**src/rtl/cv32e40x_amo_sequencer.sv**
```systemverilog
// Executes RV32A word operations (LR/SC/AMO*) as split read/write OBI transactions.
// Optional LR->SC reservation timeout is enabled by defining CV32E40X_AMO_RESV_TIMEOUT_EN.
//
// state     | meaning
// ----------+-----------------------------------------------------------
// S_IDLE    | ready for a request; SC reservation check happens here
// S_RD_REQ  | read request on the bus, waiting for grant
// S_RD_WAIT | read granted, waiting for response
// S_WR_REQ  | write request on the bus, waiting for grant
// S_WR_WAIT | write granted, waiting for response
// S_RESP    | result held until consumed
module cv32e40x_amo_sequencer #(
    parameter int unsigned RESV_TIMEOUT = 64
) (
    input  logic        clk,
    input  logic        rst_n,
    input  logic        amo_valid_i,
    output logic        amo_ready_o,
    input  logic [5:0]  amo_atop_i,
    input  logic [31:0] amo_addr_i,
    input  logic [31:0] amo_wdata_i,
    output logic        bus_req_o,
    input  logic        bus_gnt_i,
    output logic        bus_we_o,
    output logic [31:0] bus_addr_o,
    output logic [31:0] bus_wdata_o,
    output logic [3:0]  bus_be_o,
    input  logic        bus_rvalid_i,
    input  logic [31:0] bus_rdata_i,
    input  logic        bus_err_i,
    output logic        resp_valid_o,
    input  logic        resp_ready_i,
    output logic [31:0] resp_rdata_o,
    output logic        resp_err_o
);

    typedef enum logic [2:0] {
        S_IDLE,
        S_RD_REQ,
        S_RD_WAIT,
        S_WR_REQ,
        S_WR_WAIT,
        S_RESP
    } state_e;

    localparam logic [4:0] FN_ADD  = 5'b00000;
    localparam logic [4:0] FN_SWAP = 5'b00001;
    localparam logic [4:0] FN_LR   = 5'b00010;
    localparam logic [4:0] FN_SC   = 5'b00011;
    localparam logic [4:0] FN_XOR  = 5'b00100;
    localparam logic [4:0] FN_OR   = 5'b01000;
    localparam logic [4:0] FN_AND  = 5'b01100;
    localparam logic [4:0] FN_MIN  = 5'b10000;
    localparam logic [4:0] FN_MAX  = 5'b10100;
    localparam logic [4:0] FN_MINU = 5'b11000;
    localparam logic [4:0] FN_MAXU = 5'b11100;

    state_e      state_q, state_d;
    logic [4:0]  funct_q, funct_d;
    logic [31:2] addr_q, addr_d;
    logic [31:0] wdata_q, wdata_d;
    logic [31:0] rdata_q, rdata_d;
    logic        err_q, err_d;
    logic        resv_valid_q, resv_valid_d;
    logic [31:2] resv_addr_q, resv_addr_d;
    logic        resv_set;
    logic        resv_expired;
    logic        resv_live;
    logic        addr_lsb_unused;

    assign addr_lsb_unused = ^amo_addr_i[1:0];

    function automatic logic op_supported(input logic [5:0] atop);
        logic known;
        case (atop[4:0])
            FN_ADD, FN_SWAP, FN_LR, FN_SC, FN_XOR, FN_OR, FN_AND,
            FN_MIN, FN_MAX, FN_MINU, FN_MAXU: known = 1'b1;
            default:                          known = 1'b0;
        endcase
        return atop[5] & known;
    endfunction

    function automatic logic [31:0] amo_alu(input logic [4:0]  funct,
                                            input logic [31:0] old_val,
                                            input logic [31:0] opnd);
        logic [31:0] res;
        case (funct)
            FN_ADD:  res = old_val + opnd;
            FN_XOR:  res = old_val ^ opnd;
            FN_OR:   res = old_val | opnd;
            FN_AND:  res = old_val & opnd;
            FN_MIN:  res = ($signed(old_val) < $signed(opnd)) ? old_val : opnd;
            FN_MAX:  res = ($signed(old_val) > $signed(opnd)) ? old_val : opnd;
            FN_MINU: res = (old_val < opnd) ? old_val : opnd;
            FN_MAXU: res = (old_val > opnd) ? old_val : opnd;
            default: res = opnd;
        endcase
        return res;
    endfunction

`ifdef CV32E40X_AMO_RESV_TIMEOUT_EN
    // Down-counter; terminal count 0 expires the reservation in that same cycle.
    localparam int unsigned CntW = $clog2(RESV_TIMEOUT + 1);

    logic [CntW-1:0] resv_cnt_q, resv_cnt_d;

    assign resv_expired = resv_valid_q && (resv_cnt_q == '0);

    always_comb begin
        resv_cnt_d = resv_cnt_q;
        if (resv_set) begin
            resv_cnt_d = CntW'(RESV_TIMEOUT);
        end else if (resv_valid_q && !resv_expired) begin
            resv_cnt_d = resv_cnt_q - CntW'(1);
        end
    end

    always_ff @(posedge clk or negedge rst_n) begin
        if (!rst_n) begin
            resv_cnt_q <= '0;
        end else begin
            resv_cnt_q <= resv_cnt_d;
        end
    end
`else
    assign resv_expired = 1'b0;
`endif

    assign resv_live = resv_valid_q & ~resv_expired;

    always_comb begin
        state_d      = state_q;
        funct_d      = funct_q;
        addr_d       = addr_q;
        wdata_d      = wdata_q;
        rdata_d      = rdata_q;
        err_d        = err_q;
        resv_valid_d = resv_live;
        resv_addr_d  = resv_addr_q;
        resv_set     = 1'b0;

        case (state_q)
            S_IDLE: begin
                if (amo_valid_i) begin
                    funct_d = amo_atop_i[4:0];
                    addr_d  = amo_addr_i[31:2];
                    wdata_d = amo_wdata_i;
                    rdata_d = '0;
                    err_d   = 1'b0;
                    if (!op_supported(amo_atop_i)) begin
                        err_d   = 1'b1;
                        state_d = S_RESP;
                    end else if (amo_atop_i[4:0] == FN_SC) begin
                        resv_valid_d = 1'b0;
                        if (resv_live && (resv_addr_q == amo_addr_i[31:2])) begin
                            state_d = S_WR_REQ;
                        end else begin
                            rdata_d = 32'd1;
                            state_d = S_RESP;
                        end
                    end else begin
                        state_d = S_RD_REQ;
                    end
                end
            end
            S_RD_REQ: begin
                if (bus_gnt_i) state_d = S_RD_WAIT;
            end
            S_RD_WAIT: begin
                if (bus_rvalid_i) begin
                    rdata_d = bus_rdata_i;
                    if (bus_err_i) begin
                        err_d   = 1'b1;
                        state_d = S_RESP;
                    end else if (funct_q == FN_LR) begin
                        resv_valid_d = 1'b1;
                        resv_addr_d  = addr_q;
                        resv_set     = 1'b1;
                        state_d      = S_RESP;
                    end else begin
                        wdata_d = amo_alu(funct_q, bus_rdata_i, wdata_q);
                        state_d = S_WR_REQ;
                    end
                end
            end
            S_WR_REQ: begin
                if (bus_gnt_i) state_d = S_WR_WAIT;
            end
            S_WR_WAIT: begin
                if (bus_rvalid_i) begin
                    err_d = bus_err_i;
                    if (funct_q == FN_SC) begin
                        rdata_d = {31'd0, bus_err_i};
                    end
                    state_d = S_RESP;
                end
            end
            S_RESP: begin
                if (resp_ready_i) state_d = S_IDLE;
            end
            default: state_d = S_IDLE;
        endcase
    end

    always_ff @(posedge clk or negedge rst_n) begin
        if (!rst_n) begin
            state_q      <= S_IDLE;
            funct_q      <= '0;
            addr_q       <= '0;
            wdata_q      <= '0;
            rdata_q      <= '0;
            err_q        <= 1'b0;
            resv_valid_q <= 1'b0;
            resv_addr_q  <= '0;
        end else begin
            state_q      <= state_d;
            funct_q      <= funct_d;
            addr_q       <= addr_d;
            wdata_q      <= wdata_d;
            rdata_q      <= rdata_d;
            err_q        <= err_d;
            resv_valid_q <= resv_valid_d;
            resv_addr_q  <= resv_addr_d;
        end
    end

    assign amo_ready_o  = (state_q == S_IDLE);
    assign bus_req_o    = (state_q == S_RD_REQ) || (state_q == S_WR_REQ);
    assign bus_we_o     = (state_q == S_WR_REQ);
    assign bus_addr_o   = {addr_q[31:2], 2'b00};
    assign bus_wdata_o  = wdata_q;
    assign bus_be_o     = 4'b1111;
    assign resp_valid_o = (state_q == S_RESP);
    assign resp_rdata_o = rdata_q;
    assign resp_err_o   = err_q;

endmodule

```
**config.mk**
```make
export PLATFORM = sky130hd
export DESIGN_NAME = cv32e40x_amo_sequencer
export DESIGN_NICKNAME = d
export VERILOG_FILES = /design/src/rtl/cv32e40x_amo_sequencer.sv
export SDC_FILE = /design/constraint.sdc
export NUM_CORES = 1
export LEC_CHECK = 0
export ABC_AREA = 1
export CELL_PAD_IN_SITES_DETAIL_PLACEMENT = 0
export CELL_PAD_IN_SITES_GLOBAL_PLACEMENT = 1
export CORE_MARGIN = 2
export CORE_UTILIZATION = 38
export CTS_BUF_LIST = sky130_fd_sc_hd__clkbuf_4 sky130_fd_sc_hd__clkbuf_8 sky130_fd_sc_hd__clkbuf_16
export DETAILED_ROUTE_END_ITERATION = 10
export PLACE_DENSITY_LB_ADDON = 0.1
export SLEW_MARGIN = 20
export SYNTH_ARGS = -nofsm -noshare
export SYNTH_HDL_FRONTEND = slang
export SYNTH_SLANG_ARGS = --single-unit
```
**constraint.sdc**
```tcl
create_clock -name clk -period 2.9 [get_ports clk]
set_input_delay 0.29 -clock clk [delete_from_list [all_inputs] [get_ports clk]]
set_output_delay 0.29 -clock clk [all_outputs]
set_load 0.005 [all_outputs]
```
==> reports/qor.csv <==
metric;value;unit
netlist.area_leader.share;32.3;%
finalCritPeriodShare;91.3;%
synth.distinct_cells;47;
grt_pass1_wl;57600;um
hold-path-cell-count;3;
ios;214;
power_frac_clock;16.0;%
p_int;7.61;mW
status;complete, no violations;
synth_cells;1452;
vias;10658;
setup_viol;0;
p_switching;6.66;mW
p_per_area;994;nW/um^2
finalNonFillerCells;2113;
core_area;26900;sq um
antennaDiodeCount;0;
fin_crit;2650;ps
hold_end;addr_q[7];
syn_area_per_cell;7.14;sq um
dieHeight;169;um
synth_warnings;0;
switching_share;46.7;%
rows;60;
seq_area_frac_synth;32.3;%
cts-buffers-inserted;17;
synth_ff_type;dfrtp_1;
syn2layout_area_growth;38.4;%
rsz0062_at_grt;false;
leakage;7.09;nW
vdd_ir_drop_max;0.000428;V
r2r_slack;250;ps
drt_iter0_drc;776;
synth-edff-count;0;
clock_latency;450;ps
critical_path_required;3280;ps
finalHoldViolCount;0;
drc;0;
tightest_slew;731;ps
placed_cells_incl_taps;2077;
fin_util;53.4;%
layout-drive-gt1-share;12.7;%
max-slew-margin-rel;51.3;%
worstHoldStart;amo_addr_i[7];
clock_skew;18.7;ps
antenna_left;0;
cp-start-kind;flop;
die_w;169;um
regArea;3360;sq um
dr.pass1.iters;4;
worst_setup_path_end_kind;flop;
design_area;14400;sq um
cap_violations;0;
ys_top_cells_by_count;nand2_1, inv_1, nor2_1;
globalplace.congestion;0.930;
grt_pass1_vias;10529;
n_fill_cell;2677;
cts_tree;done;
path_clk_slew;70;ps
dp_hpwl;27500;um
clockRootBuffer;clkbuf_16;
synth_top_cell_by_area;dfrtp_1;
timing.hold.ws;441;ps
synthesis.area;10400;sq um
initial_core_util;38.6;%
reg2reg_to;bus_wdata_o[12];
cp_max_fo;12;
path_class;reg -> reg;
synth-async-reset-ratio;100;%
ys_ff_latch;134;
cts_buffer_depth;2;
drv_slew;0;
grt_max_degree;71;
totalWireLength;36600;um
r2r_cells;21;
finalSetupTns;0;ps
routedWlPerCell;17.3;um
grtUsageTotal;25.6;%
synth_most_common_cell;nand2_1;
synth_area_leaders;dfrtp_1, nand2_1, ha_1;
cts_sinks;134;
power_frac_comb;61.3;%
multi_input_area;6090;sq um
antenna_found_initial;0;
io_buffers;205;
die_area;28600;sq um
hold_path_class;in -> reg;
grt-ovfl-total;0;
fmax;0.378;GHz
fin_nets;1965;
viasPerCell;5.04;
r2r_start;bus_wdata_o[7];
arrival;3020;ps
placedInstanceArea;13700;sq um
htree_levels;4;
seqPwrFrac;22.7;%
==> registers in the layout, summed over array words and instances, names as in the netlist <==
| name | count |
|---|---|
| resp_rdata_o | 32 |
| funct_q | 5 |
| resv_addr_q | 30 |
| bus_wdata_o | 32 |
| addr_q | 30 |
| state_q | 3 |
| resp_err_o | 1 |
| resv_live | 1 |
==> metal layers <==
layer | GRT usage [%] | vias up | share of wire, %
met3 | 4.73 | 24 | 4.8
li1 | - | 5393 | -
met5 | 0 | - | 0
met4 | 5.46 | 0 | 1.2
met1 | 33.6 | 4988 | 46
met2 | 44.2 | 253 | 48
==> cells by family (layout without fill, tap and decap cells) <==
| group | count (synthesis) | after routing | synth area share, % |
|---|---|---|---|
| AND/OR/NAND/NOR | 647 | 647 | 26.1 |
| AO/OA/AOI/OAI | 301 | 301 | 17.2 |
| buffers and inverters | 237 | 553 | 9.31 |
| adder cells (fa/ha/maj) | 97 | 97 | 11.8 |
| multiplexers | 14 | 14 | 1.52 |
| flip-flops | 134 | 134 | 32.3 |
| other | 2 | 6 | 0.0724 |
| XOR/XNOR | 20 | 20 | 1.69 |
==> worst max path at each step <==
stage / from / cells past startpoint / to
2_1_floorplan: bus_wdata_o[23] / 17 / bus_wdata_o[11]
3_3_place_gp: bus_rdata_i[0] / 16 / bus_wdata_o[22]
3_5_place_dp: bus_rdata_i[23] / 19 / bus_wdata_o[14]
4_1_cts: bus_wdata_o[23] / 18 / bus_wdata_o[12]
5_1_grt: bus_wdata_o[23] / 18 / bus_wdata_o[25]
6_report: bus_wdata_o[7] / 21 / bus_wdata_o[12]
==> placed cells by master, fill, tap and decap left out, types with 14 or more instances in the layout <==
cell and n:
nand2_1 346, clkdlybuf4s50_1 204, inv_1 176, nor2_1 140, dfrtp_1 132, buf_4 128
a21oi_1 103, ha_1 95, nand3_1 93, o21ai_0 93, o31ai_1 31, nand2_2 23
nor3_1 22, xor2_1 20, clkbuf_16 17, a2111oi_0 16, o22ai_1 14, mux2_2 14
==> power by group through the flow <==
stage | registers, mW | clock network (mW) | logic [mW]
2_1_floorplan | 3.20 | 0 | 4.70
3_3_place_gp | 3.25 | 0 | 8.58
3_5_place_dp | 3.27 | 0 | 8.64
4_1_cts | 3.25 | 2.34 | 8.69
5_1_grt | 3.35 | 2.39 | 9.74
6_report | 3.24 | 2.29 | 8.74
==> critical path, cell delays in order, from the launching register on <==
cell and delay, ps:
dfrtp_2 410, inv_1 70, ha_1 330, inv_1 100, nand2_1 80, nor3_1 210
buf_4 160, nand2_1 40, nand2_1 80, nand2_1 50, nand2_1 80, nand2_1 80
nand2_2 90, nand2_1 60, nand3_1 60, nand2_1 50, nand2_1 110, nand2_4 90
nand2_4 130, buf_12 170, nand2_2 50, nand2_1 50
==> through the flow <==
stage               setup WS, ps  total power, mW
floorplan                    663             7.90
global placement           -76.7             11.8
detailed placement          -135             11.9
CTS                          198             14.3
global route                7.26             15.5
finish                       252             14.3
==> cell type report <==
| class | count | area share (%) |
|---|---|---|
| Inverter | 178 | 4.66 |
| Multi-Input combinational cell | 1085 | 42.5 |
| Clock buffer | 17 | 2.96 |
| Tap cell | 341 | 2.97 |
| Clock inverter | 15 | 1.24 |
| Sequential cell | 134 | 23.4 |
| Timing Repair Buffer | 343 | 22.3 |
==> repair_timing <==
item	in CTS	in global routing
setup buffers	0	3
resized for setup	0	4
hold endpoints to repair	67	0
hold buffers	1	0
endpoints found under the setup margin	0	30
Power figures use the tool's default switching activity.
